### src/rtl/ahb_pkg.sv
// Shared AHB encodings for the response mux and its default slave.
package ahb_pkg;

  typedef enum logic [1:0] {
    HTRANS_IDLE   = 2'b00,
    HTRANS_BUSY   = 2'b01,
    HTRANS_NONSEQ = 2'b10,
    HTRANS_SEQ    = 2'b11
  } htrans_e;

  localparam logic HRESP_OKAY  = 1'b0;
  localparam logic HRESP_ERROR = 1'b1;

  typedef enum logic [1:0] {
    DS_IDLE = 2'b00,
    DS_ERR1 = 2'b01,
    DS_ERR2 = 2'b10
  } ds_state_e;

  typedef enum logic [1:0] {
    PH_IDLE   = 2'b00,
    PH_SLAVE  = 2'b01,
    PH_DECERR = 2'b10
  } phase_e;

endpackage

### src/rtl/ahb_default_slave.sv
// Default slave: answers decode errors with a two-cycle ERROR response and
// counts how many it has issued (saturating).
module ahb_default_slave
  import ahb_pkg::*;
#(
  parameter int ERRCNT_W = 16
) (
  input  logic                hclk,
  input  logic                hreset,
  input  logic                accept_decerr,
  output ds_state_e           state,
  output logic [ERRCNT_W-1:0] err_cnt
);

  localparam logic [ERRCNT_W-1:0] CNT_ONE = {{(ERRCNT_W-1){1'b0}}, 1'b1};

  ds_state_e state_next;
  logic      enter_err1;

  always_comb begin
    state_next = state;
    case (state)
      DS_IDLE: if (accept_decerr) state_next = DS_ERR1;
      DS_ERR1: state_next = DS_ERR2;
      DS_ERR2: state_next = accept_decerr ? DS_ERR1 : DS_IDLE;
      default: state_next = DS_IDLE;
    endcase
    enter_err1 = (state_next == DS_ERR1) && (state != DS_ERR1);
  end

  always_ff @(posedge hclk) begin
    if (hreset) begin
      state   <= DS_IDLE;
      err_cnt <= '0;
    end else begin
      state <= state_next;
      if (enter_err1 && (err_cnt != '1)) err_cnt <= err_cnt + CNT_ONE;
    end
  end

endmodule

### src/rtl/ahb_resp_mux.sv
// AHB slave-to-master response mux with a built-in default slave that
// answers unmapped or ambiguous address phases with ERROR.
module ahb_resp_mux
  import ahb_pkg::*;
#(
  parameter int NUM_SLAVES = 4,
  parameter int DATA_W     = 32,
  parameter int ERRCNT_W   = 16
) (
  input  logic                         hclk,
  input  logic                         hreset,
  input  logic [NUM_SLAVES-1:0]        hsel,
  input  logic [1:0]                   htrans,
  input  logic [NUM_SLAVES*DATA_W-1:0] hrdata_s,
  input  logic [NUM_SLAVES-1:0]        hreadyout_s,
  input  logic [NUM_SLAVES-1:0]        hresp_s,
  output logic [DATA_W-1:0]            hrdata,
  output logic                         hready,
  output logic                         hresp,
  output logic [ERRCNT_W-1:0]          err_cnt
);

  logic [NUM_SLAVES-1:0] sel_q;
  phase_e                phase_q;
  phase_e                addr_phase;
  logic [4:0]            sel_count;
  logic                  trans_active;
  logic                  accept_decerr;
  ds_state_e             ds_state;

  logic [DATA_W-1:0]     mux_data;
  logic                  mux_ready;
  logic                  mux_resp;

  // Classify the address phase currently on the bus.
  always_comb begin
    sel_count = 5'd0;
    for (int i = 0; i < NUM_SLAVES; i++) begin
      if (hsel[i]) sel_count = sel_count + 5'd1;
    end
    trans_active = (htrans == HTRANS_NONSEQ) || (htrans == HTRANS_SEQ);
    addr_phase   = PH_IDLE;
    if (sel_count == 5'd1)  addr_phase = PH_SLAVE;
    else if (trans_active)  addr_phase = PH_DECERR;
  end

  always_ff @(posedge hclk) begin
    if (hreset) begin
      sel_q   <= '0;
      phase_q <= PH_IDLE;
    end else if (hready) begin
      sel_q   <= hsel;
      phase_q <= addr_phase;
    end
  end

  // AND-OR mux; sel_q is one-hot whenever phase_q is PH_SLAVE.
  always_comb begin
    mux_data  = '0;
    mux_ready = 1'b0;
    mux_resp  = 1'b0;
    for (int i = 0; i < NUM_SLAVES; i++) begin
      if (sel_q[i]) begin
        mux_data  = mux_data | hrdata_s[i*DATA_W +: DATA_W];
        mux_ready = mux_ready | hreadyout_s[i];
        mux_resp  = mux_resp | hresp_s[i];
      end
    end
  end

  // Default slave takes priority so a multi-select never leaks a slave's ready.
  always_comb begin
    hrdata = '0;
    hready = 1'b1;
    hresp  = HRESP_OKAY;
    if (ds_state != DS_IDLE) begin
      hready = (ds_state != DS_ERR1);
      hresp  = HRESP_ERROR;
    end else if (phase_q == PH_SLAVE) begin
      hrdata = mux_data;
      hready = mux_ready;
      hresp  = mux_resp;
    end
  end

  assign accept_decerr = hready && (addr_phase == PH_DECERR);

  ahb_default_slave #(
    .ERRCNT_W(ERRCNT_W)
  ) u_default_slave (
    .hclk         (hclk),
    .hreset       (hreset),
    .accept_decerr(accept_decerr),
    .state        (ds_state),
    .err_cnt      (err_cnt)
  );

endmodule

### config.mk
export PLATFORM = sky130hd
export DESIGN_NAME = ahb_resp_mux
export DESIGN_NICKNAME = d
export VERILOG_FILES = /design/src/rtl/ahb_pkg.sv /design/src/rtl/ahb_default_slave.sv /design/src/rtl/ahb_resp_mux.sv
export SDC_FILE = /design/constraint.sdc
export NUM_CORES = 1
export LEC_CHECK = 0
export CAP_MARGIN = 20
export CORE_MARGIN = 2
export CORE_UTILIZATION = 35
export DETAILED_ROUTE_END_ITERATION = 6
export PLACE_DENSITY = 0.88
export SYNTH_ARGS = -nofsm -noshare
export SYNTH_HDL_FRONTEND = slang
export SYNTH_SLANG_ARGS = --single-unit
export TNS_END_PERCENT = 5
### constraint.sdc
create_clock -name hclk -period 5.9 [get_ports hclk]
set_input_delay 0.59 -clock hclk [delete_from_list [all_inputs] [get_ports hclk]]
set_output_delay 0.59 -clock hclk [all_outputs]
set_load 0.02 [all_outputs]
==> metrics.sh <==
REGTOREGSTARTPOINT='sel_q[2]'
FINAL_MIN_PERIOD_OVER_CLOCK_PERIOD_PCT=58.7
CORE-AREA_UM2=6240
CLKSINKCOUNT=24
VIA_TOTAL_AFTER_DETAILED_ROUTING=3080
POWER_PER_CELL_AREA_nW_PER_UM2=150
HOLD_DEPTH=2
TOTAL_LEAKAGE_POWER_nW=1.41
WORST-ENDPOINT-ARRIVAL_NS=3.62
STATUS='finished, final reports clean'
TIMING.FINAL.SETUP_VIOLATIONS=0
POSTLAYOUTCELLAREA_UM2=4200
POST_DP_CELL_AREA_UM2=4100
FINAL_PERIOD_MINUS_WORST_SETUP_SLACK_NS=3.46
SLEW_HEADROOM_PCT=32.2
DETAIL_ROUTE.WL_PER_CELL_UM=18.4
SYNTH-ADDER-AREA-SHARE_PCT=2.24
REG2REGPATHDEPTH=6
POST-ROUTE-DRC-COUNT=0
YOSYS-MUX-AREA-FRACTION_PCT=2.69
OVERFLOW=0
CP-STARTPOINT='hsel[1]'
HP_CLASS='reg2reg'
DRT-TOTAL-WL_UM=9830
MAX_CAP_VIOL_COUNT=0
FINAL_MAX_SLEW_VIOL_COUNT=0
HTREE_NUM_LEVELS=1
DIE_AREA_UM2=7020
COMBINATIONAL_FAMILY_WITH_THE_MOST_AREA_AFTER_SYNTHESIS='compound AO/OA/AOI/OAI gates'
VIAS_PER_CELL=5.78
HPWLAFTERDP_UM=7250
FMAX_GHz=0.289
CRIT_PATH_END_KIND='flip-flop'
DR.PASS1.ITERS=5
SYNTH-COMPOUND-AREA-SHARE_PCT=44.3
DRTITER0DRC=192
RSZ0062_AT_GRT='no'
FLOW.AREA_GROWTH_FROM_SYNTHESIS_PCT=88.2
HOLD_SLACK_NS=0.503
GLOBALPLACE.CONGESTION=0.922
CRIT_PATH_MAX_FANOUT=28
REQUIRED_NS=6.06
LAYOUT.CELLS.NON_FILLER=533
CTS_TREE='built'
POSTSYNTHREGISTERBITS=24
WORST_HOLD_PATH.ENDPOINT='u_default_slave.err_cnt[7]'
CRITICAL_PATH_CLASS='in2reg'
LAYOUT-DRIVE-GT1-SHARE_PCT=5.26
GRT_ANTENNA_BEFORE_REPAIR=0
PEAKVDDDROP_mV=0.114
FINAL_ANTENNA_NET_COUNT=0
TOTALNEGATIVESETUPSLACK_NS=0
CLKSLEWWORSTSETUPHOLDPATHS_NS=0.08
MAX_SLEW.WORST_PIN.SLEW_NS=1.01
RR_ENDPOINT='u_default_slave.err_cnt[6]'
YOSYSTOPAREACELLSHARE_PCT=21.5
TRACK_USAGE_PCT=26.2
SYN_NETS=434
TOTAL_CLOCK_BUFFERS_CREATED_BY_CTS=3
HOLD_VIOLATIONS=0
POST_SYNTH_INSTANCE_AREA_UM2=2230
SKEW_NS=0.00128
POST_SYNTH_INST_COUNT=286
POST_SYNTH.CELL_AREA_AVG_UM2=7.80
SYNTHESIS.YOSYS.WARNINGS=0
SYNTHTOPCELLSBYAREA='sky130_fd_sc_hd__dfxtp_1 (22%), sky130_fd_sc_hd__a22oi_1 (22%), sky130_fd_sc_hd__a21oi_1 (11%), sky130_fd_sc_hd__clkbuf_1 (2.7%), sky130_fd_sc_hd__o31ai_1 (2.7%)'
YOSYSTOPAREACELL='sky130_fd_sc_hd__dfxtp_1'
CLK_ROOT_BUFFER_CELL='sky130_fd_sc_hd__clkbuf_8'
CTS.HOLD.BUFFERS_ADDED=0
PORT_BUFFERS=192
POST_SYNTH_NUM_CELL_TYPES=48
SYNTH_XOR_XNOR_AREA_SHARE_PCT=0.393
GRT_PASS1_VIAS=2849
GRT_FIRST_PASS_WIRELENGTH_UM=15200
GRT_MAX_DEGREE=36
ROWS=29
N_ANTENNA_CELL=0
IOS=194
SYNTH_SIMPLE_GATE_AREA_SHARE_PCT=19.7
CLK_PATH_BUF_DEPTH=2
PLACEDCELLCOUNT=528
WORST-R2R-SETUP-SLACK_NS=3.25
STARTPOINT_TYPE='input pin'
FLOORPLAN.DIE.HEIGHT_UM=83.8
CTS_POST_SETUP_BUFFERS_INSERTED=0
SYNTH.YOSYS.SEQ_AREA_SHARE_PCT=21.5
INSERTION_DELAY_NS=0.26
START_UTIL_PCT=35.7
FLOORPLAN.DIE.WIDTH_UM=83.8
FINALNETCOUNT=605
POST_CTS.RESIZED_INSTANCES=0
HOLD_START='u_default_slave.err_cnt[7]'
-- synthesized netlist by cell type, drive strengths merged --
library cell / number
nand4b: 1
dfxtp: 24
a222oi: 1
and3: 4
o311a: 1
a21oi: 47
o31a: 1
and3b: 1
a41oi: 1
and4: 5
or4: 8
nor4: 1
nand2b: 1
a22o: 2
xor2: 1
o31ai: 9
and2: 1
o21ba: 1
a22oi: 64
or3: 3
nand2: 14
ha: 4
nor3: 5
nor3b: 3
o21ai: 11
nor2: 9
nand4: 6
o221ai: 1
a31oi: 3
o311ai: 1
nor2b: 4
mux2i: 3
buf: 11
mux2: 2
inv: 6
clkbuf: 20
nand3: 6
-- final cells by class --
type                    count  area [µm²]
fillers                   517        2050
repair buffers            197        1980
clock buffers               3        41.3
flip-flops and latches     24         480
clock inverters             1        30.0
well taps                  77        96.3
multi-input cells         225        1550
inverters                   6        22.5
-- sequential cells by signal, summed over array words and instances, names as in the netlist --
signal / count
phase_q: 2
sel_q: 4
u_default_slave.err_cnt: 16
u_default_slave.state: 2
-- layout by cell type (no fill, tap or decap), types with 3 or more instances in the layout --
| cell type | instances |
|---|---|
| sky130_fd_sc_hd__a22oi_1 | 64 |
| sky130_fd_sc_hd__nand3_1 | 6 |
| sky130_fd_sc_hd__mux2i_1 | 3 |
| sky130_fd_sc_hd__ha_1 | 4 |
| sky130_fd_sc_hd__clkbuf_8 | 3 |
| sky130_fd_sc_hd__clkdlybuf4s50_1 | 192 |
| sky130_fd_sc_hd__a21oi_1 | 47 |
| sky130_fd_sc_hd__o31ai_1 | 8 |
| sky130_fd_sc_hd__and3_1 | 4 |
| sky130_fd_sc_hd__dfxtp_1 | 24 |
| sky130_fd_sc_hd__o21ai_0 | 6 |
| sky130_fd_sc_hd__nor2b_1 | 4 |
| sky130_fd_sc_hd__inv_1 | 6 |
| sky130_fd_sc_hd__nand2_1 | 13 |
| sky130_fd_sc_hd__or4_1 | 8 |
| sky130_fd_sc_hd__buf_4 | 4 |
| sky130_fd_sc_hd__nand4_1 | 6 |
| sky130_fd_sc_hd__a31oi_1 | 3 |
| sky130_fd_sc_hd__nor3_2 | 3 |
| sky130_fd_sc_hd__nor2_1 | 8 |
| sky130_fd_sc_hd__and4_1 | 5 |
| sky130_fd_sc_hd__or3_1 | 3 |
| sky130_fd_sc_hd__o21ai_1 | 5 |
-- worst max-delay path: stages --
cell and delay (ns):
sky130_fd_sc_hd__clkdlybuf4s50_1 0.52, sky130_fd_sc_hd__inv_1 0.06, sky130_fd_sc_hd__ha_1 0.34, sky130_fd_sc_hd__xor2_1 0.17, sky130_fd_sc_hd__ha_1 0.25, sky130_fd_sc_hd__o21ai_0 0.20
sky130_fd_sc_hd__o221ai_2 0.18, sky130_fd_sc_hd__o311ai_4 0.85, sky130_fd_sc_hd__nor3_2 0.13, sky130_fd_sc_hd__mux2_4 0.33
-- cells by family (layout without fill, tap and decap cells) --
kind of cell,count (synthesis),in the layout
AND/OR/NAND/NOR,72,72
buffers and inverters,37,207
XOR/XNOR,1,1
AO/OA/AOI/OAI,143,143
flip-flops,24,24
multiplexers,5,5
adder cells (fa/ha/maj),4,4
-- through the flow --
stage	setup WS (ns)	util (%)	total power, mW
2_1_floorplan	3.26	-	0.330
3_3_place_gp	2.27	65.6	0.473
3_5_place_dp	2.16	65.6	0.480
4_1_cts	2.45	66.8	0.622
5_1_grt	2.24	67.2	0.658
6_report	2.44	67.2	0.628
-- where the power goes --
group | internal, mW | leakage [nW] | switching, mW | total [mW]
logic | 0.165 | 1.18 | 0.144 | 0.309
registers | 0.169 | 0.195 | 0.00622 | 0.175
clock network | 0.0907 | 0.0357 | 0.0527 | 0.143
-- per-layer routing --
layer / global-route usage, % / routed length [µm] / vias up
met3: 4.55 / 632 / 27
met4: 9.09 / 383 / 0
met5: 0 / 0 / -
li1: - / - / 1475
met2: 46.1 / 4840 / 147
met1: 31.9 / 3970 / 1431
-- how the worst max path moves through the flow --
stage / cells past startpoint / endpoint / slack [ns]
2_1_floorplan: 10 / u_default_slave.err_cnt[4] / 3.26
3_3_place_gp: 10 / u_default_slave.err_cnt[8] / 2.27
3_5_place_dp: 10 / u_default_slave.err_cnt[8] / 2.16
4_1_cts: 10 / u_default_slave.err_cnt[8] / 2.45
5_1_grt: 10 / u_default_slave.err_cnt[8] / 2.24
6_report: 10 / u_default_slave.err_cnt[8] / 2.44
(Power assumes the default switching activity.)
